**config.mk**
```make
export PLATFORM = sky130hd
export DESIGN_NAME = soqpsk_lut_sequencer_flat
export DESIGN_NICKNAME = d
export VERILOG_FILES = /design/src/rtl/soqpsk_lut_sequencer_pkg.sv /design/src/rtl/soqpsk_lut_sequencer_if.sv /design/src/rtl/soqpsk_lut_sequencer_lat_pipe.sv /design/src/rtl/soqpsk_lut_sequencer.sv /design/src/flat_wrapper.sv
export SDC_FILE = /design/constraint.sdc
export NUM_CORES = 1
export LEC_CHECK = 0
export BUFFER_PORTS_ARGS = -buffer_cell sky130_fd_sc_hd__buf_2
export CAP_MARGIN = 20
export CORE_MARGIN = 10
export CORE_UTILIZATION = 40
export CTS_BUF_LIST = sky130_fd_sc_hd__clkbuf_2 sky130_fd_sc_hd__clkbuf_4 sky130_fd_sc_hd__clkbuf_8
export CTS_CLUSTER_DIAMETER = 30
export DETAILED_ROUTE_END_ITERATION = 12
export SLEW_MARGIN = 30
export SYNTH_ARGS = -nofsm -noshare
export SYNTH_HDL_FRONTEND = slang
export SYNTH_SLANG_ARGS = --single-unit
```
**constraint.sdc**
```tcl
create_clock -name clock -period 3.05 [get_ports clock]
set_input_delay 0.4575 -clock clock [delete_from_list [all_inputs] [get_ports clock]]
set_output_delay 0.4575 -clock clock [all_outputs]
set_load 0.05 [all_outputs]
```
**src/rtl/soqpsk_lut_sequencer_pkg.sv**
```systemverilog
// Shared types and constants for the SOQPSK pulse-shape LUT sequencer.
// ROM address layout is {hist[3:0], parity, phase[3:0]}.
package soqpsk_pkg;

  localparam int ADDR_W  = 9;
  localparam int DATA_W  = 14;
  localparam int SPS     = 16;
  localparam int ROM_LAT = 2;

  localparam int PHASE_W = $clog2(SPS);
  localparam int HIST_W  = 4;
  localparam int UF_W    = 8;

  localparam int PHASE_LSB  = 0;
  localparam int PARITY_BIT = 4;
  localparam int HIST_LSB   = 5;

  typedef enum logic [1:0] {
    ST_IDLE      = 2'd0,
    ST_RUN       = 2'd1,
    ST_STOP_PEND = 2'd2
  } state_t;

  // Pack the bit history, symbol parity and sample phase into a LUT address.
  function automatic logic [ADDR_W-1:0] make_addr(
    input logic [HIST_W-1:0]  hist,
    input logic               parity,
    input logic [PHASE_W-1:0] phase
  );
    logic [ADDR_W-1:0] a;
    a = '0;
    a[HIST_LSB +: HIST_W]   = hist;
    a[PARITY_BIT]           = parity;
    a[PHASE_LSB +: PHASE_W] = phase;
    return a;
  endfunction

endpackage

```
**src/rtl/soqpsk_lut_sequencer_if.sv**
```systemverilog
// Bundle of control, bit-stream, ROM and sample-stream signals around the
// sequencer. master = the sequencer itself, slave = its surroundings.
interface soqpsk_lut_sequencer_if;
  import soqpsk_pkg::*;

  logic              sample_en;
  logic              start;
  logic              stop;
  logic              in_bit;
  logic              in_valid;
  logic              in_ready;
  logic [ADDR_W-1:0] rom_addr;
  logic [DATA_W-1:0] rom_q;
  logic [DATA_W-1:0] out_sample;
  logic              out_valid;
  logic              out_sym_start;
  logic [UF_W-1:0]   underflow_cnt;
  logic              busy;

  modport master (
    input  sample_en, start, stop, in_bit, in_valid, rom_q,
    output in_ready, rom_addr, out_sample, out_valid, out_sym_start,
           underflow_cnt, busy
  );

  modport slave (
    output sample_en, start, stop, in_bit, in_valid, rom_q,
    input  in_ready, rom_addr, out_sample, out_valid, out_sym_start,
           underflow_cnt, busy
  );

endinterface

```
**src/rtl/soqpsk_lut_sequencer_lat_pipe.sv**
```systemverilog
// Fixed-depth shift register that carries per-sample flags alongside the
// ROM read so they line up with the returned data.
module soqpsk_lat_pipe #(
  parameter int DEPTH = 3,
  parameter int WIDTH = 2
) (
  input  logic             clock,
  input  logic             reset,
  input  logic [WIDTH-1:0] din,
  output logic [WIDTH-1:0] dout,
  output logic             occupied
);

  logic [WIDTH-1:0] stage_q [DEPTH];
  logic [WIDTH-1:0] stage_d [DEPTH];

  // Each stage loads its predecessor; stage 0 loads the pipe input.
  always_comb begin
    stage_d[0] = din;
    for (int i = 1; i < DEPTH; i++) begin
      stage_d[i] = stage_q[i-1];
    end
  end

  genvar gi;
  generate
    for (gi = 0; gi < DEPTH; gi++) begin : g_stage
      // One register per stage, cleared on reset so nothing stale escapes.
      always_ff @(posedge clock) begin
        if (reset) begin
          stage_q[gi] <= '0;
        end else begin
          stage_q[gi] <= stage_d[gi];
        end
      end
    end
  endgenerate

  // Any flag still in flight means the pipe has not drained yet.
  always_comb begin
    occupied = 1'b0;
    for (int i = 0; i < DEPTH; i++) begin
      occupied = occupied | (|stage_q[i]);
    end
  end

  assign dout = stage_q[DEPTH-1];

endmodule

```
**src/rtl/soqpsk_lut_sequencer.sv**
```systemverilog
// SOQPSK pulse-shape LUT reader: tracks bit history and symbol parity,
// steps the sample phase on each sample strobe, and re-aligns ROM data
// with valid/symbol-start flags.
module soqpsk_lut_sequencer
  import soqpsk_pkg::*;
(
  input  logic                   clock,
  input  logic                   reset,
  soqpsk_lut_sequencer_if.master bus
);

  // addr register + ROM latency
  localparam int                 PIPE_DEPTH = ROM_LAT + 1;
  localparam logic [PHASE_W-1:0] LAST_PHASE = PHASE_W'(SPS - 1);
  localparam logic [UF_W-1:0]    UF_MAX     = '1;

  state_t              state_q, state_d;
  logic [PHASE_W-1:0]  phase_q, phase_d;
  logic [HIST_W-1:0]   hist_q, hist_d;
  logic                parity_q, parity_d;
  logic [ADDR_W-1:0]   rom_addr_q, rom_addr_d;
  logic [UF_W-1:0]     uf_cnt_q, uf_cnt_d;
  logic [DATA_W-1:0]   hold_q, hold_d;

  logic                step;
  logic                boundary;
  logic                take_bit;
  logic [1:0]          pipe_din;
  logic [1:0]          pipe_dout;
  logic                pipe_occupied;

  // Decode the sample strobe into a step, a symbol boundary and a bit take.
  always_comb begin
    step     = (state_q != ST_IDLE) && bus.sample_en;
    boundary = step && (phase_q == LAST_PHASE);
    // Only RUN consumes a bit; the STOP_PEND boundary just ends the burst.
    take_bit = boundary && (state_q == ST_RUN);
    pipe_din = {step && (phase_q == '0), step};
  end

  // Next-state logic for the control FSM, address, history and hold register.
  always_comb begin
    state_d    = state_q;
    phase_d    = phase_q;
    hist_d     = hist_q;
    parity_d   = parity_q;
    rom_addr_d = rom_addr_q;
    uf_cnt_d   = uf_cnt_q;
    hold_d     = hold_q;

    case (state_q)
      ST_IDLE: begin
        phase_d    = '0;
        hist_d     = '0;
        parity_d   = 1'b0;
        rom_addr_d = '0;
        if (bus.start) begin
          state_d = ST_RUN;
        end
      end
      ST_RUN, ST_STOP_PEND: begin
        if (step) begin
          rom_addr_d = make_addr(hist_q, parity_q, phase_q);
          phase_d    = phase_q + 1'b1;
        end
        if (take_bit) begin
          // A missing bit is replaced by a 0 fill and counted.
          hist_d   = {hist_q[HIST_W-2:0], bus.in_valid & bus.in_bit};
          parity_d = ~parity_q;
          if (!bus.in_valid && (uf_cnt_q != UF_MAX)) begin
            uf_cnt_d = uf_cnt_q + 1'b1;
          end
        end
        // A stop coinciding with a boundary still lets that boundary
        // consume its bit; the burst ends at the following boundary.
        if ((state_q == ST_RUN) && bus.stop) begin
          state_d = ST_STOP_PEND;
        end
        if ((state_q == ST_STOP_PEND) && boundary) begin
          state_d = ST_IDLE;
        end
      end
      default: begin
        state_d = ST_IDLE;
      end
    endcase

    // Keep the last sample between strobes; zero it once idle and drained.
    if (pipe_dout[0]) begin
      hold_d = bus.rom_q;
    end else if ((state_q == ST_IDLE) && !pipe_occupied) begin
      hold_d = '0;
    end
  end

  // State and output registers.
  always_ff @(posedge clock) begin
    if (reset) begin
      state_q    <= ST_IDLE;
      phase_q    <= '0;
      hist_q     <= '0;
      parity_q   <= 1'b0;
      rom_addr_q <= '0;
      uf_cnt_q   <= '0;
      hold_q     <= '0;
    end else begin
      state_q    <= state_d;
      phase_q    <= phase_d;
      hist_q     <= hist_d;
      parity_q   <= parity_d;
      rom_addr_q <= rom_addr_d;
      uf_cnt_q   <= uf_cnt_d;
      hold_q     <= hold_d;
    end
  end

  soqpsk_lat_pipe #(
    .DEPTH (PIPE_DEPTH),
    .WIDTH (2)
  ) u_lat_pipe (
    .clock    (clock),
    .reset    (reset),
    .din      (pipe_din),
    .dout     (pipe_dout),
    .occupied (pipe_occupied)
  );

  // in_ready is a same-cycle acknowledge of the boundary bit; suppressed
  // during reset so a reset cycle never swallows upstream data.
  assign bus.in_ready      = take_bit & bus.in_valid & ~reset;
  assign bus.rom_addr      = rom_addr_q;
  assign bus.out_valid     = pipe_dout[0];
  assign bus.out_sym_start = pipe_dout[1];
  // ROM data arrives in the same cycle as the delayed valid flag.
  assign bus.out_sample    = pipe_dout[0] ? bus.rom_q : hold_q;
  assign bus.underflow_cnt = uf_cnt_q;
  assign bus.busy          = (state_q != ST_IDLE);

endmodule
```
**src/flat_wrapper.sv**
```systemverilog
// flat-port wrapper written by rule: the top's interface ports become plain ports
module soqpsk_lut_sequencer_flat import soqpsk_pkg::*;
  (clock, reset, bus_sample_en, bus_start, bus_stop, bus_in_bit, bus_in_valid, bus_rom_q, bus_in_ready, bus_rom_addr, bus_out_sample, bus_out_valid, bus_out_sym_start, bus_underflow_cnt, bus_busy);
  soqpsk_lut_sequencer_if bus_i ();
  input  logic clock;
  input  logic reset;
  input wire logic [$bits(bus_i.sample_en)-1:0] bus_sample_en;
  input wire logic [$bits(bus_i.start)-1:0] bus_start;
  input wire logic [$bits(bus_i.stop)-1:0] bus_stop;
  input wire logic [$bits(bus_i.in_bit)-1:0] bus_in_bit;
  input wire logic [$bits(bus_i.in_valid)-1:0] bus_in_valid;
  input wire logic [$bits(bus_i.rom_q)-1:0] bus_rom_q;
  output wire logic [$bits(bus_i.in_ready)-1:0] bus_in_ready;
  output wire logic [$bits(bus_i.rom_addr)-1:0] bus_rom_addr;
  output wire logic [$bits(bus_i.out_sample)-1:0] bus_out_sample;
  output wire logic [$bits(bus_i.out_valid)-1:0] bus_out_valid;
  output wire logic [$bits(bus_i.out_sym_start)-1:0] bus_out_sym_start;
  output wire logic [$bits(bus_i.underflow_cnt)-1:0] bus_underflow_cnt;
  output wire logic [$bits(bus_i.busy)-1:0] bus_busy;
  assign bus_i.sample_en = bus_sample_en;
  assign bus_i.start = bus_start;
  assign bus_i.stop = bus_stop;
  assign bus_i.in_bit = bus_in_bit;
  assign bus_i.in_valid = bus_in_valid;
  assign bus_i.rom_q = bus_rom_q;
  assign bus_in_ready = bus_i.in_ready;
  assign bus_rom_addr = bus_i.rom_addr;
  assign bus_out_sample = bus_i.out_sample;
  assign bus_out_valid = bus_i.out_valid;
  assign bus_out_sym_start = bus_i.out_sym_start;
  assign bus_underflow_cnt = bus_i.underflow_cnt;
  assign bus_busy = bus_i.busy;
  soqpsk_lut_sequencer u_core (.clock(clock), .reset(reset), .bus(bus_i));
endmodule
```
==> impl_metrics.py <==
metrics = {
    "synth": {
        "syn-num-nets": 312,
        "synth.distinct_cells": 38,
        "synth_area_per_cell_um2": 7.917,
        "syn-cell-area_mm2": 0.002248,
        "synth-seq-cells": 48,
        "syn_inst": 284,
        "yosysWarnings": 0,
        "ys_seq_area_frac": 0.4274,
    },
    "floorplanning": {
        "dieArea_mm2": 0.009020,
        "boundaryPins": 56,
        "row_count": 27,
        "start_util": 0.4108,
        "die_w_um": 94.98,
        "core-area_mm2": 0.005473,
        "die_h_um": 94.98,
    },
    "global_route": {
        "grt_start_max_net_pins": 49,
        "grt_pass1_wl_um": 8631,
        "grt_antenna_before_repair": 0,
        "grt_usage": 0.1181,
        "grt_pass1_vias": 1898,
        "overflow": 0,
    },
    "sta": {
        "fin_setup_tns_ps": 0,
        "worst_slew_pin_slew_ps": 891.6,
        "slew-limit-headroom": 0.4056,
        "hold_ws_ps": 432.5,
        "maxSlewViolCount": 0,
        "clock_skew_ps": 7.126,
        "setup_viol": 0,
        "max_freq_mhz": 403.9,
        "min_period_ps": 2476,
        "grt_setup_unrepaired": "false",
        "fin_crit_sh": 0.8118,
        "final_hold_viol_count": 0,
    },
    "clock_network": {
        "htreeDepth": 2,
        "cts.sinks": 48,
        "cts_buffers": 5,
        "cts_tree": "done",
        "hold_buffers": 0,
        "postCtsSetupBuffers": 0,
        "cts_root_buf": "clkbuf_8",
        "cts.repair.resized": 0,
        "clk_path_buf_depth": 2,
        "insertion_delay_ps": 300,
        "clkTransAtPathRegs_ps": 90,
    },
    "finish": {
        "drive_above_1_share": 0.2126,
        "antenna_cells": 0,
        "fillCellCount": 566,
        "final_nets": 361,
        "area_growth_pct": 18.20,
    },
    "worst_setup_path": {
        "regToRegEndpoint": "u_core.bus.underflow_cnt[7]",
        "r2r_start": "u_core.state_q[0]",
        "crit_path_start": "u_core.state_q[0]",
        "crit_path_max_fanout": 8,
        "critPathArrivalTime_ps": 2020,
        "crit_type": "register to output port",
        "start_kind": "register",
        "cp-end-kind": "output port",
        "r2r_slack_ps": 780,
        "worstPathRequired_ps": 2590,
        "r2r_cells": 7,
        "crit_path_end": "bus_in_ready",
    },
    "route": {
        "drt.antenna.violating_nets": 0,
        "top_layer": "met4",
        "wl_met1_um": 2492,
        "drt_iter0_markers": 68,
        "wire_per_inst_um": 12.77,
        "drc": 0,
        "drt-pass1-iter-count": 4,
        "wl_met2_um": 2188,
        "wirelength_um": 5185,
        "vias": 2024,
        "wl_met3_um": 397,
        "viasPerCell": 4.985,
    },
    "run_status": {
        "status": "complete, no violations",
    },
    "run": {
        "drv_cap": 0,
    },
    "hold_path": {
        "hp-class": "input port to register",
    },
    "placed_design": {
        "globalplace.congestion": 0.7978,
        "place_hpwl_um": 3653,
        "port_buffers": 55,
    },
    "power": {
        "powerDensity_mw_per_mm2": 666.4,
        "ir_drop_mv": 0.4199,
        "cellLeakagePower_nw": 1.192,
    },
}
-- cells in the final DEF, fill, tap and decap left out, types with 3 or more instances in the layout --
| cell | instances |
|---|---|
| a21oi_1 | 13 |
| a22o_1 | 3 |
| a22oi_1 | 10 |
| and3b_1 | 14 |
| buf_2 | 55 |
| buf_4 | 4 |
| clkbuf_8 | 6 |
| dfxtp_1 | 48 |
| ha_1 | 7 |
| inv_1 | 20 |
| nand2_1 | 53 |
| nand3_1 | 10 |
| nand4_1 | 3 |
| nor2_1 | 19 |
| nor2b_1 | 7 |
| nor3_1 | 6 |
| o21ai_0 | 25 |
| or4_1 | 3 |
| xnor2_1 | 4 |
-- synthesized netlist by cell type (all sizes together) --
cell    count  area share
o31ai       2      0.0067
nand2      53       0.088
dfxtp      48        0.43
nand4       3      0.0083
and2        1      0.0033
nor2       19       0.032
a21o        2      0.0072
or4         3       0.010
nand3      10       0.022
or3         1      0.0028
nor2b       7       0.019
a22o        3       0.012
nand3b      1      0.0033
xor2        1      0.0039
o211ai      1      0.0033
nor3b       1      0.0033
nor4        1      0.0028
and3b      14       0.055
buf         3       0.012
a22oi      10       0.033
o41ai       1      0.0039
or2         4       0.011
mux2i       1      0.0045
a211oi      1      0.0033
clkbuf     14       0.023
clkinv      1      0.0017
and3        1      0.0028
ha          7       0.039
nand4b      1      0.0039
o21ai      25       0.056
a21oi      13       0.029
xnor2       4       0.016
nor3        6       0.013
a32oi       1      0.0039
inv        20       0.033
-- routing by layer --
layer | vias up | track usage
li1 | 1056 | -
met1 | 914 | 0.1450
met2 | 45 | 0.1796
met3 | 9 | 0.04044
met4 | 0 | 0.05985
met5 | - | 0
-- logic make-up after synthesis --
logic type / share of synthesized area
AND/OR/NAND/NOR: 0.2816
AO/OA/AOI/OAI: 0.1580
flip-flops: 0.4274
buffers and inverters: 0.07011
adder cells (fa/ha/maj): 0.03895
XOR/XNOR: 0.01948
multiplexers: 0.004452
-- state kept, by name, indices dropped and copies added (netlist names) --
signal,flops
u_core.hold_q,14
u_core.bus.rom_addr,9
u_core.bus.underflow_cnt,8
u_core.u_lat_pipe.stage_q,6
u_core.hist_q,4
u_core.phase_q,4
u_core.state_q,2
u_core.parity_q,1
-- worst min-delay path by stage --
stage                                               start                              end  slack (ps)  cells after the start
after global placement    u_core.u_lat_pipe.stage_q[1][1]  u_core.u_lat_pipe.stage_q[2][1]         440                      1
after CTS                                      bus_in_bit                 u_core.hist_q[0]         430                      3
final                                          bus_in_bit                 u_core.hist_q[0]         430                      3
after floorplan           u_core.u_lat_pipe.stage_q[0][0]  u_core.u_lat_pipe.stage_q[1][0]         430                      1
after detailed placement  u_core.u_lat_pipe.stage_q[0][1]  u_core.u_lat_pipe.stage_q[1][1]         450                      1
after global routing                           bus_in_bit                 u_core.hist_q[0]         450                      3
-- worst max-delay path, stage by stage, from the launching register on --
cell and delay (ps):
dfxtp_1 390, inv_1 80, ha_1 210, nand4b_1 210, or2_1 350, nor3b_1 190
buf_2 290
-- metrics by stage --
stage / setup slack (ps) / utilization / instance area [µm²] / power, mW / cells
after CTS: 554.3 / 0.4856 / 2658 / 1.790 / 406
after detailed placement: 811.6 / 0.4687 / 2565 / 1.401 / 398
after global routing: 432.5 / 0.4856 / 2658 / 1.906 / 406
after floorplan: 204.0 / - / 2248 / 1.215 / 284
final: 574.0 / 0.4856 / 2658 / 1.771 / 406
after global placement: 847.3 / 0.4687 / 2565 / 1.404 / 398
-- power by group --
part	switching, mW	internal (mW)
sequential	0.0313	0.662
clock	0.206	0.181
combinational	0.484	0.207
-- layout make-up --
| cell class | instances | area (µm²) | share of cell area |
|---|---|---|---|
| Multi-Input combinational cell | 198 | 1130 | 0.4251 |
| Clock buffer | 6 | 82.58 | 0.03107 |
| Timing Repair Buffer | 59 | 305.3 | 0.1149 |
| Clock inverter | 2 | 10.01 | 0.003766 |
| Sequential cell | 48 | 960.9 | 0.3616 |
| Inverter | 21 | 78.83 | 0.02966 |
| Tap cell | 72 | 90.09 | 0.03390 |
Power figures use the tool's default switching activity.
